### src/rtl/fifo_ctrl_pkg.sv
// Shared definitions for the FIFO write-side controller: fill/hold state
// encoding and the default watermark levels.
package fifo_ctrl_pkg;

    typedef enum logic {
        FILL = 1'b0,
        HOLD = 1'b1
    } fill_state_e;

    localparam int DEF_HI_MARK = 5;
    localparam int DEF_LO_MARK = 2;
    localparam int STALL_W     = 16;

endpackage

### src/rtl/rr_arbiter.sv
// Combinational round-robin arbiter: the search starts one past the pointer,
// wraps modulo N, and the first asserted request wins.
module rr_arbiter #(
    parameter int N     = 2,
    parameter int IDX_W = (N > 1) ? $clog2(N) : 1
) (
    input  logic [N-1:0]     req,
    input  logic             enable,
    input  logic [IDX_W-1:0] pointer,
    output logic [N-1:0]     gnt,
    output logic [IDX_W-1:0] winner
);

    localparam int SUM_W = IDX_W + 2;

    logic [SUM_W-1:0] sum  [N];
    logic [IDX_W-1:0] cand [N];
    logic             found;

    // cand[k] is the k-th index visited; pointer < N so one subtraction wraps it
    genvar gi;
    generate
        for (gi = 0; gi < N; gi++) begin : g_cand
            assign sum[gi]  = SUM_W'(pointer) + SUM_W'(gi + 1);
            assign cand[gi] = (sum[gi] >= SUM_W'(N)) ? IDX_W'(sum[gi] - SUM_W'(N))
                                                     : IDX_W'(sum[gi]);
        end
    endgenerate

    always_comb begin
        gnt    = '0;
        winner = '0;
        found  = 1'b0;
        for (int k = 0; k < N; k++) begin
            if (enable && !found && req[cand[k]]) begin
                found            = 1'b1;
                winner           = cand[k];
                gnt[cand[k]]     = 1'b1;
            end
        end
    end

endmodule

### src/rtl/fifo_wr_arbiter.sv
// Round-robin sharing of the FIFO write port with HI/LO watermark hysteresis.
// Optional `STALL_CNT_EN adds a saturating stall_cycles counter output.
module fifo_wr_arbiter
    import fifo_ctrl_pkg::*;
#(
    parameter int N_REQ   = 2,
    parameter int DATA_W  = 8,
    parameter int CNT_W   = 4,
    parameter int HI_MARK = DEF_HI_MARK,
    parameter int LO_MARK = DEF_LO_MARK
) (
    input  logic                    clk,
    input  logic                    rst_n,
    input  logic [N_REQ-1:0]        req,
    input  logic [N_REQ*DATA_W-1:0] req_data,
    output logic [N_REQ-1:0]        gnt,
    input  logic [CNT_W-1:0]        fifo_words,
    output logic                    wr_en,
    output logic [DATA_W-1:0]       fifo_data,
    output logic                    throttled
`ifdef STALL_CNT_EN
    ,
    output logic [STALL_W-1:0]      stall_cycles
`endif
);

    localparam int               IDX_W  = (N_REQ > 1) ? $clog2(N_REQ) : 1;
    localparam logic [CNT_W-1:0] HI_LVL = CNT_W'(HI_MARK);
    localparam logic [CNT_W-1:0] LO_LVL = CNT_W'(LO_MARK);

    fill_state_e       state_reg;
    logic [IDX_W-1:0]  ptr_reg;
    logic [IDX_W-1:0]  winner;
    logic              at_hi;
    logic              at_lo;
    logic              grant_ok;
    logic [DATA_W-1:0] data_arr [N_REQ];

    genvar gi;
    generate
        for (gi = 0; gi < N_REQ; gi++) begin : g_data
            assign data_arr[gi] = req_data[gi*DATA_W +: DATA_W];
        end
    endgenerate

    assign at_hi = (fifo_words >= HI_LVL);
    assign at_lo = (fifo_words <= LO_LVL);

    // Blocking in the FILL->HOLD decision cycle keeps the in-flight write count at one
    assign grant_ok = rst_n && (state_reg == FILL) && !at_hi;

    rr_arbiter #(
        .N     (N_REQ),
        .IDX_W (IDX_W)
    ) u_rr_arbiter (
        .req     (req),
        .enable  (grant_ok),
        .pointer (ptr_reg),
        .gnt     (gnt),
        .winner  (winner)
    );

    always_ff @(posedge clk) begin
        if (!rst_n) begin
            state_reg <= FILL;
            throttled <= 1'b0;
            wr_en     <= 1'b0;
            fifo_data <= '0;
            ptr_reg   <= IDX_W'(N_REQ - 1);
        end else begin
            case (state_reg)
                FILL: begin
                    if (at_hi) begin
                        state_reg <= HOLD;
                        throttled <= 1'b1;
                    end
                end
                HOLD: begin
                    if (at_lo) begin
                        state_reg <= FILL;
                        throttled <= 1'b0;
                    end
                end
                default: begin
                    state_reg <= FILL;
                    throttled <= 1'b0;
                end
            endcase

            wr_en <= |gnt;
            if (|gnt) begin
                fifo_data <= data_arr[winner];
                ptr_reg   <= winner;
            end
        end
    end

`ifdef STALL_CNT_EN
    logic [STALL_W-1:0] stall_reg;

    always_ff @(posedge clk) begin
        if (!rst_n) begin
            stall_reg <= '0;
        end else if ((state_reg == HOLD) && (|req) && (stall_reg != {STALL_W{1'b1}})) begin
            stall_reg <= stall_reg + 1'b1;
        end
    end

    assign stall_cycles = stall_reg;
`endif

endmodule
### config.mk
export PLATFORM = sky130hd
export DESIGN_NAME = fifo_wr_arbiter
export DESIGN_NICKNAME = d
export VERILOG_FILES = /design/src/rtl/fifo_ctrl_pkg.sv /design/src/rtl/rr_arbiter.sv /design/src/rtl/fifo_wr_arbiter.sv
export SDC_FILE = /design/constraint.sdc
export NUM_CORES = 1
export LEC_CHECK = 0
export CAP_MARGIN = 20
export CORE_MARGIN = 2
export CORE_UTILIZATION = 32
export DETAILED_ROUTE_END_ITERATION = 7
export PLACE_DENSITY = 0.74
export SLEW_MARGIN = 15
export SYNTH_ARGS = -nofsm -noshare
export SYNTH_HDL_FRONTEND = slang
export SYNTH_SLANG_ARGS = --single-unit
export TNS_END_PERCENT = 50
### constraint.sdc
create_clock -name clk -period 1.1 [get_ports clk]
set_input_delay 0.165 -clock clk [delete_from_list [all_inputs] [get_ports clk]]
set_output_delay 0.165 -clock clk [all_outputs]
set_load 0.1 [all_outputs]
### After elaboration in Yosys (flattened, before gate mapping)

Index checks and enable logic that the tools add are counted.

| operators by class | value |
|---|---|
| add/sub/neg operators | 4 |
| $mul | 0 |
| div/mod/pow operators | 0 |
| $lt $le $gt $ge | 9 |
| equality and inequality tests | 2 |
| shift-type cells | 0 |
| muxes and demuxes | 24 |
| bitwise logic cells | 3 |
| reduce and logical (&&, ||, !) cells | 11 |

Operators with widths:

| operator | number |
|---|---|
| 2-to-1 mux 8 bit | 3 |
| 2-to-1 mux 1 bit | 15 |
| logical AND 1 bit | 7 |
| >= comparator 2 bit, second input constant | 2 |
| >= comparator 4 x 3 -> 1 bit, second input constant | 1 |
| <= comparator 4 x 2 -> 1 bit, second input constant | 1 |
| less-than comparator 1 x 2 -> 1 bit, second input constant | 2 |
| 2-to-1 mux 2 bit | 2 |
| one-hot mux 1 bit (2 select lines) | 2 |
| adder 1 x 2 -> 3 bit, second input constant | 1 |
| >= comparator 3 x 2 -> 1 bit, second input constant | 1 |
| adder 1 x 1 -> 2 bit, second input constant | 1 |
| demux 1 bit (select 1 bit) | 2 |
| >= comparator 1 bit, second input constant | 2 |
| zero test 1 bit | 2 |
| inequality test 2 x 1 -> 1 bit, second input constant | 1 |
| inequality test 2 bit, second input constant | 1 |
| NOT 1 -> 2 bit | 1 |
| bitwise OR 2 bit | 1 |
| AND reduction 2 bit | 1 |
| OR reduction 2 bit | 1 |
| subtractor 1 bit, second input constant | 2 |
| NOT 1 bit | 1 |

| storage, ports and cells | value |
|---|---|
| register bits | 12 |
| latch bits | 0 |
| memory bits (writable) | 0 |
| ROM bits | 0 |
| input bits | 24 |
| output and inout port bits | 12 |
| logic and storage cells | 58 |
| memories kept | 0 |

### Depth between registers and ports, before layout

Gate-level depths: netlist (run 1).

| depth | value |
|---|---|
| depth after elaboration | 15 |
| depth in mapped cells | 4 |
| gate-level depth less buffers | 3 |

### Cells and area by module

From an unflattened synthesis (run 1), not the netlist that was laid out.

| unflattened totals | value |
|---|---|
| cells, all modules | 60 |
| area total of the unflattened synthesis | 563.0 µm² |

Modules (own cells, without submodules):

| module | times used | cells each | area an instance (µm²) | sequential area each (µm²) |
|---|---|---|---|---|
| fifo_wr_arbiter | 1 | 54 | 536.8 | 240.2 |
| rr_arbiter | 1 | 6 | 26.3 | 0.0 |

### Worst setup path after synthesis (run 1)

No wires, ideal clock.

| timing | value |
|---|---|
| path type | reg-to-output |
| start | register state_reg |
| end | output gnt[0] |
| data arrival time | 2.797 ns |
| data required time | 0.935 ns |
| slack | -1.862 ns |
| stages on the path, launching flop included | 4 |
| path buffers | 0 |
| cells stage by stage | dfxtp_1 nor2_1 nand3_1 nor3_1 |

| on the way | value |
|---|---|
| word-level cells in the longest chain between the ends | 9 |
| elaborated cells between the ends (all ways) | 11 |
| those cells by class | mux: 3; bitwise: 2; reduce/logical: 6 |

Ends and longest elaborated chain:

| what | RTL line | RTL |
|---|---|---|
| from (decl) | fifo_wr_arbiter.sv:31 | `fill_state_e state_reg;` |
| from (signal assigned) | fifo_wr_arbiter.sv:65 | `state_reg <= FILL;` |
| from (signal assigned) | fifo_wr_arbiter.sv:74 | `state_reg <= HOLD;` |
| from (signal assigned) | fifo_wr_arbiter.sv:80 | `state_reg <= FILL;` |
| NOT 1 bit (*) | - |  |
| logical AND 1 bit (*) (2 in series) | fifo_wr_arbiter.sv:50 | `assign grant_ok = rst_n && (state_reg == FILL) && !at_hi;` |
| logical AND 1 bit | rr_arbiter.sv:35 | `if (enable && !found && req[cand[k]]) begin` |
| 2-to-1 mux 1 bit | rr_arbiter.sv:35 |  |
| zero test 1 bit | rr_arbiter.sv:35 |  |
| logical AND 1 bit (2 in series) | rr_arbiter.sv:35 |  |
| 2-to-1 mux 2 bit (*) | rr_arbiter.sv:35 |  |
| to (decl) | fifo_wr_arbiter.sv:16 | `output logic [N_REQ-1:0] gnt,` |

Mark *: on every way between the ends. The rest lies on a longest branch, timed or not.

### Worst setup path after layout (run 1)

Ends and elaborated chain as after synthesis.

==> impl_metrics.env, run 1 <==
export IMPL_run_status="finished with violations"
export IMPL_failed_checks="negative setup slack"
export IMPL_critPathMaxFanout=3
export IMPL_max_stage_delay_ns=0.34
export IMPL_seqPwrFrac_pct=38.7
export IMPL_setup_ws_ns=-0.264
export IMPL_wl_met3_um=144
export IMPL_wirelength_um=1900
export IMPL_dr_first_iter_drc_count=6
export IMPL_holdWs_ns=0.457
export IMPL_crit_arrival_ns=1.20
export IMPL_synth_area_leaders="dfxtp_1 (41%), o221a_1 (17%), o32a_1 (14%), buf_6 (3.9%), a21oi_1 (2.6%)"
export IMPL_design_area_um2=1250
export IMPL_track_usage_pct=19.9
export IMPL_setup_violations_final=10
export IMPL_cell_internal_pwr_uw=824
export IMPL_synthMuxAreaShare_pct=0
export IMPL_ant_nets=0
export IMPL_placedInstanceArea_um2=1190
export IMPL_cts_buffers=3
export IMPL_fillers=141
export IMPL_pin_count=36
export IMPL_die_h_um=46.6
export IMPL_cp_required_ns=0.94
export IMPL_viasPerCell=5.22
export IMPL_worstSetupStartpointType="flip-flop"
export IMPL_vias=663
export IMPL_cts_sinks=12
export IMPL_start_util_pct=33.7
export IMPL_synth_most_common_cell="dfxtp_1"
export IMPL_grt_pass1_vias=673
export IMPL_slew_viol_final=0
export IMPL_row_count=15
export IMPL_nNetsFinal=128
export IMPL_yosys_register_bits=12
export IMPL_top_layer_used="met4"
export IMPL_drc=0
export IMPL_period_share_pct=124
export IMPL_overflow=0
export IMPL_wl_met2_um=951
export IMPL_swShare_pct=34.3
export IMPL_slowest_stage="dfxtp_2"
export IMPL_timing_slew_headroom_pct=82.8
export IMPL_yosysTopAreaCell="dfxtp_1"
export IMPL_hold_violations=0
export IMPL_grt_max_degree=11
export IMPL_cts_path_max_buffers=2
export IMPL_critPathKind="flip-flop to primary output"
export IMPL_ys_warn_count=0
export IMPL_clkPwrFrac_pct=21.9
export IMPL_synth_xor_area_share_pct=0
export IMPL_syn_nets=77
export IMPL_grt_first_pass_wirelength_um=3010
export IMPL_drt_pass1_iter_count=4
export IMPL_synth_common_cells="dfxtp_1 (12), o221a_1 (9), o32a_1 (8)"
export IMPL_finClkSkew_ns=0.00430
export IMPL_power_leakage_uw=0.000478
export IMPL_layout_min_cycle_time_ns=1.36
export IMPL_wl_met1_um=786
export IMPL_netlist_instances=53
export IMPL_n_antenna_cell=0
export IMPL_p_per_area_nw_per_um2=1010
export IMPL_clk_latency_ns=0.27
export IMPL_synth_edff_count=0
export IMPL_place_gp_congestion=0.773
export IMPL_coreArea_um2=1730
export IMPL_synth_seq_area_share_pct=41.3
export IMPL_regMostFlops="fifo_data"
export IMPL_largest_reg_flops=8
export IMPL_synth_top_area_share_pct=41.3
export IMPL_synth_simple_area_share_pct=7.53
export IMPL_critPathCaptureType="primary output"
export IMPL_async_reset_ff_share_pct=0
export IMPL_clock_fmax_mhz=733
export IMPL_drt_wirelength_per_cell_um=14.9
export IMPL_place_hpwl_um=1530
export IMPL_placedCellCount=122
export IMPL_fin_cells=127
export IMPL_syn_avg_cell_area_um2=11.0
export IMPL_synth_compound_gate_area_share_pct=43.9
export IMPL_worstMarginPinSlew_ns=0.257
export IMPL_synthFlopType="dfxtp_1"
export IMPL_peakVddDrop_v=0.000738
export IMPL_p_switching_uw=431
export IMPL_synthAdderAreaFrac_pct=0
export IMPL_comb_power_share_pct=39.4
export IMPL_worst_hold_path_type="primary input to flip-flop"
export IMPL_rsz0062_at_grt="true"
export IMPL_netlist_area_um2=582
export IMPL_clock_root_buffer="clkbuf_4"
export IMPL_clk_pin_slew_ns=0.07
export IMPL_die_area_um2=2180
export IMPL_cp_cell_sequence="nor2_4 > nand3_4 > nor3_4 > buf_12"
export IMPL_tritoncts="done"
export IMPL_cts_max_level=1
export IMPL_final_setup_tns_ns=-1.27
export IMPL_drive_above_1_share_pct=43.1
export IMPL_cts_hold_fix_buffers=0
export IMPL_max_cap_violations=0
export IMPL_antenna_found_initial=0
export IMPL_portBuffers=35
export IMPL_netlist_cell_type_count=21
export IMPL_total_power_uw=1260
export IMPL_synth_top_family_by_area="compound AO/OA/AOI/OAI gates"
export IMPL_areaGrowthSynthToFinish_pct=115
export IMPL_die_x_um=46.6
==> routing by layer <==
metal	up-vias	track usage, %
met5	-	0
met4	0	8.33
met3	2	6.27
met2	24	34.4
met1	313	22.4
li1	324	-
==> metrics by stage <==
step	setup slack, ns	utilization (%)
finish	-0.264	72.3
global route	-0.328	72.3
CTS	-0.333	72.3
detailed placement	-0.637	69.1
global placement	-0.578	69.1
floorplan	-0.425	-
==> layout make-up <==
| type | count | area [µm²] | share of cell area [%] |
|---|---|---|---|
| Timing Repair Buffer | 50 | 578 | 46.3 |
| Multi-Input combinational cell | 35 | 359 | 28.8 |
| Sequential cell | 12 | 250 | 20.0 |
| Tap cell | 25 | 31.3 | 2.51 |
| Clock buffer | 3 | 22.5 | 1.80 |
| Inverter | 2 | 7.51 | 0.601 |
==> layout by cell type (no fill, tap or decap), drive strengths merged <==
master         count
nor2b              1
nand3              1
o21ai              2
clkbuf             3
nor2               2
nor4               1
buf               27
o221a              9
clkdlybuf4s50     16
nor3               1
a2bb2oi            1
dlygate4sd2        7
o21a               2
dfxtp             12
inv                2
nand2b             1
a21oi              3
o32a               8
o2111a             1
nor3b              1
a21bo              1
==> critical path: cells and delay by family (launching register included) <==
kind	cells	cell delay, ns
simple gates	3	0.40
flops	1	0.34
buf+inv	1	0.20
==> power groups by stage <==
stage               combinational (µW)  sequential (µW)  clock, µW
detailed placement                 485              497          0
floorplan                          126              621          0
finish                             495              487        275
global route                       517              489        293
global placement                   479              495          0
CTS                                496              487        279
==> final timing paths <==
| check | startpoint | end | slack, ns | cells past startpoint |
|---|---|---|---|---|
| setup reg to reg | flip-flop | fifo_data[6] | -0.12 | 4 |
| hold / removal | fifo_words[3] | state_reg | 0.46 | 3 |
| hold reg to reg | fifo_data[2] | fifo_data[2] | 0.56 | 1 |
| setup / recovery | state_reg | gnt[0] | -0.26 | 4 |
==> repair_timing <==
| item | 4_1_cts | 5_1_grt |
|---|---|---|
| buffers inserted | 2 | 1 |
| endpoints found under the setup margin | 12 | 10 |
| resized for setup | 15 | 0 |
| pin swaps | 22 | 1 |
==> kinds of logic after synthesis <==
kind of cell,after synthesis
buffers and inverters,6
AOI/OAI and AO/OA,27
DFF,12
and+or+nand+nor,8
(Power assumes the default switching activity.)
==> run 2: changes to the inputs <==
--- a/config.mk
+++ b/config.mk
@@ -10,6 +10,7 @@
 export CORE_UTILIZATION = 32
 export DETAILED_ROUTE_END_ITERATION = 7
 export PLACE_DENSITY = 0.74
+export SETUP_SLACK_MARGIN = 0.15
 export SLEW_MARGIN = 15
 export SYNTH_ARGS = -nofsm -noshare
 export SYNTH_HDL_FRONTEND = slang
==> impl_metrics.env, run 2 (synthesis results as in run 1) <==
export IMPL_swShare_pct=33.7
export IMPL_worstSetupStartpointType="flip-flop"
export IMPL_setup_violations_final=10
export IMPL_worstMarginPinSlew_ns=0.435
export IMPL_design_area_um2=1310
export IMPL_overflow=0
export IMPL_max_cap_violations=0
export IMPL_critPathCaptureType="primary output"
export IMPL_grt_pass1_vias=735
export IMPL_slew_viol_final=0
export IMPL_top_layer_used="met4"
export IMPL_drive_above_1_share_pct=50.9
export IMPL_pin_count=36
export IMPL_peakVddDrop_v=0.000795
export IMPL_die_x_um=46.6
export IMPL_crit_arrival_ns=1.26
export IMPL_worst_hold_path_type="primary input to flip-flop"
export IMPL_place_gp_congestion=0.736
export IMPL_r2r_cells=5
export IMPL_hold_violations=0
export IMPL_finClkSkew_ns=0.00816
export IMPL_grt_first_pass_wirelength_um=3340
export IMPL_viasPerCell=5.38
export IMPL_run_status="finished with violations"
export IMPL_wl_met1_um=814
export IMPL_portBuffers=35
export IMPL_comb_power_share_pct=37.4
export IMPL_critPathMaxFanout=3
export IMPL_setup_ws_ns=-0.323
export IMPL_clk_latency_ns=0.29
export IMPL_p_switching_uw=463
export IMPL_cts_sinks=12
export IMPL_cts_max_level=1
export IMPL_areaGrowthSynthToFinish_pct=125
export IMPL_drc=0
export IMPL_max_stage_delay_ns=0.34
export IMPL_nNetsFinal=131
export IMPL_die_area_um2=2180
export IMPL_largest_reg_flops=8
export IMPL_wl_met2_um=1140
export IMPL_die_h_um=46.6
export IMPL_cts_path_max_buffers=2
export IMPL_failed_checks="negative setup slack"
export IMPL_rsz0062_at_grt="true"
export IMPL_p_per_area_nw_per_um2=1050
export IMPL_place_hpwl_um=1600
export IMPL_track_usage_pct=22.7
export IMPL_antenna_found_initial=0
export IMPL_regMostFlops="fifo_data"
export IMPL_slowest_stage="dfxtp_2"
export IMPL_drt_wirelength_per_cell_um=16.3
export IMPL_final_cell_mix="clkdlybuf4s50_1 (16), buf_4 (15), buf_12 (12), o221a_1 (9), dfxtp_2 (9)"
export IMPL_critPathKind="flip-flop to primary output"
export IMPL_cts_buffers=3
export IMPL_placedInstanceArea_um2=1210
export IMPL_clkPwrFrac_pct=27.2
export IMPL_wirelength_um=2130
export IMPL_total_power_uw=1370
export IMPL_n_antenna_cell=0
export IMPL_hold_path_cell_count=3
export IMPL_grt_max_degree=11
export IMPL_coreArea_um2=1730
export IMPL_clock_root_buffer="clkbuf_4"
export IMPL_row_count=15
export IMPL_dr_first_iter_drc_count=17
export IMPL_drt_pass1_iter_count=4
export IMPL_vias=705
export IMPL_timing_slew_headroom_pct=70.9
export IMPL_wl_met3_um=151
export IMPL_cp_required_ns=0.94
export IMPL_start_util_pct=33.7
export IMPL_cp_cell_sequence="nor2_4 > nand3_4 > nor3_4 > buf_12"
export IMPL_period_share_pct=129
export IMPL_cts_hold_fix_buffers=0
export IMPL_seqPwrFrac_pct=35.4
export IMPL_layout_min_cycle_time_ns=1.42
export IMPL_clk_pin_slew_ns=0.08
export IMPL_ant_nets=0
export IMPL_clock_fmax_mhz=703
export IMPL_final_common_cell="clkdlybuf4s50_1"
export IMPL_cell_internal_pwr_uw=911
export IMPL_tritoncts="done"
export IMPL_fillers=120
export IMPL_power_leakage_uw=0.000500
-- run 2: layout make-up --
type	instances	area, µm²	area share (%)
flip-flops and latches	12	259	19.8
multi-input cells	35	360	27.6
well taps	25	31.3	2.39
inverters	2	10.0	0.766
clock buffers	4	36.3	2.78
repair buffers	53	611	46.7
-- run 2: routing by layer --
layer  up-vias  track usage [%]
met3         3             5.49
met2        31             42.5
met5         -                0
met1       338             23.1
li1        333                -
met4         0             11.1
-- run 2: what timing repair did --
action	4_1_cts	5_1_grt
endpoints found under the setup margin	24	21
pin swaps	21	0
cloned	0	0
gates resized for setup	19	2
setup buffers	4	0
-- run 2: per-stage QoR --
step                      hold slack, ns  worst slack [ns]  TNS [ns]  instances  utilization (%)
final                              0.419            -0.323     -2.08        131             75.7
after global routing               0.447            -0.381     -2.38        131             75.7
after CTS                          0.428            -0.330     -2.03        131             75.2
after detailed placement           0.549            -0.716     -8.06        123             69.9
after floorplan                    0.289            -0.425    -0.763         53                -
after global placement             0.540            -0.632     -7.12        123             69.9
-- run 2: final timing paths --
| kind | start | slack (ns) | to |
|---|---|---|---|
| setup / recovery | state_reg | -0.32 | gnt[0] |
| hold / removal | fifo_words[3] | 0.42 | state_reg |
| setup reg to reg | flip-flop | -0.22 | fifo_data[3] |
| hold reg to reg | fifo_data[2] | 0.57 | fifo_data[2] |
-- run 2: worst max-delay path, delay by kind of cell, from the launching register on --
family | cells | cell delay (ns)
flip-flops | 1 | 0.34
buffers and inverters | 1 | 0.20
AND/OR/NAND/NOR | 3 | 0.43
-- run 2: power by group through the flow --
| stage | sequential, µW | combinational [µW] | clock (µW) |
|---|---|---|---|
| 5_1_grt | 490 | 536 | 407 |
| 3_3_place_gp | 495 | 483 | 0 |
| 3_5_place_dp | 497 | 492 | 0 |
| 2_1_floorplan | 623 | 126 | 0 |
| 6_report | 487 | 514 | 373 |
| 4_1_cts | 488 | 512 | 368 |
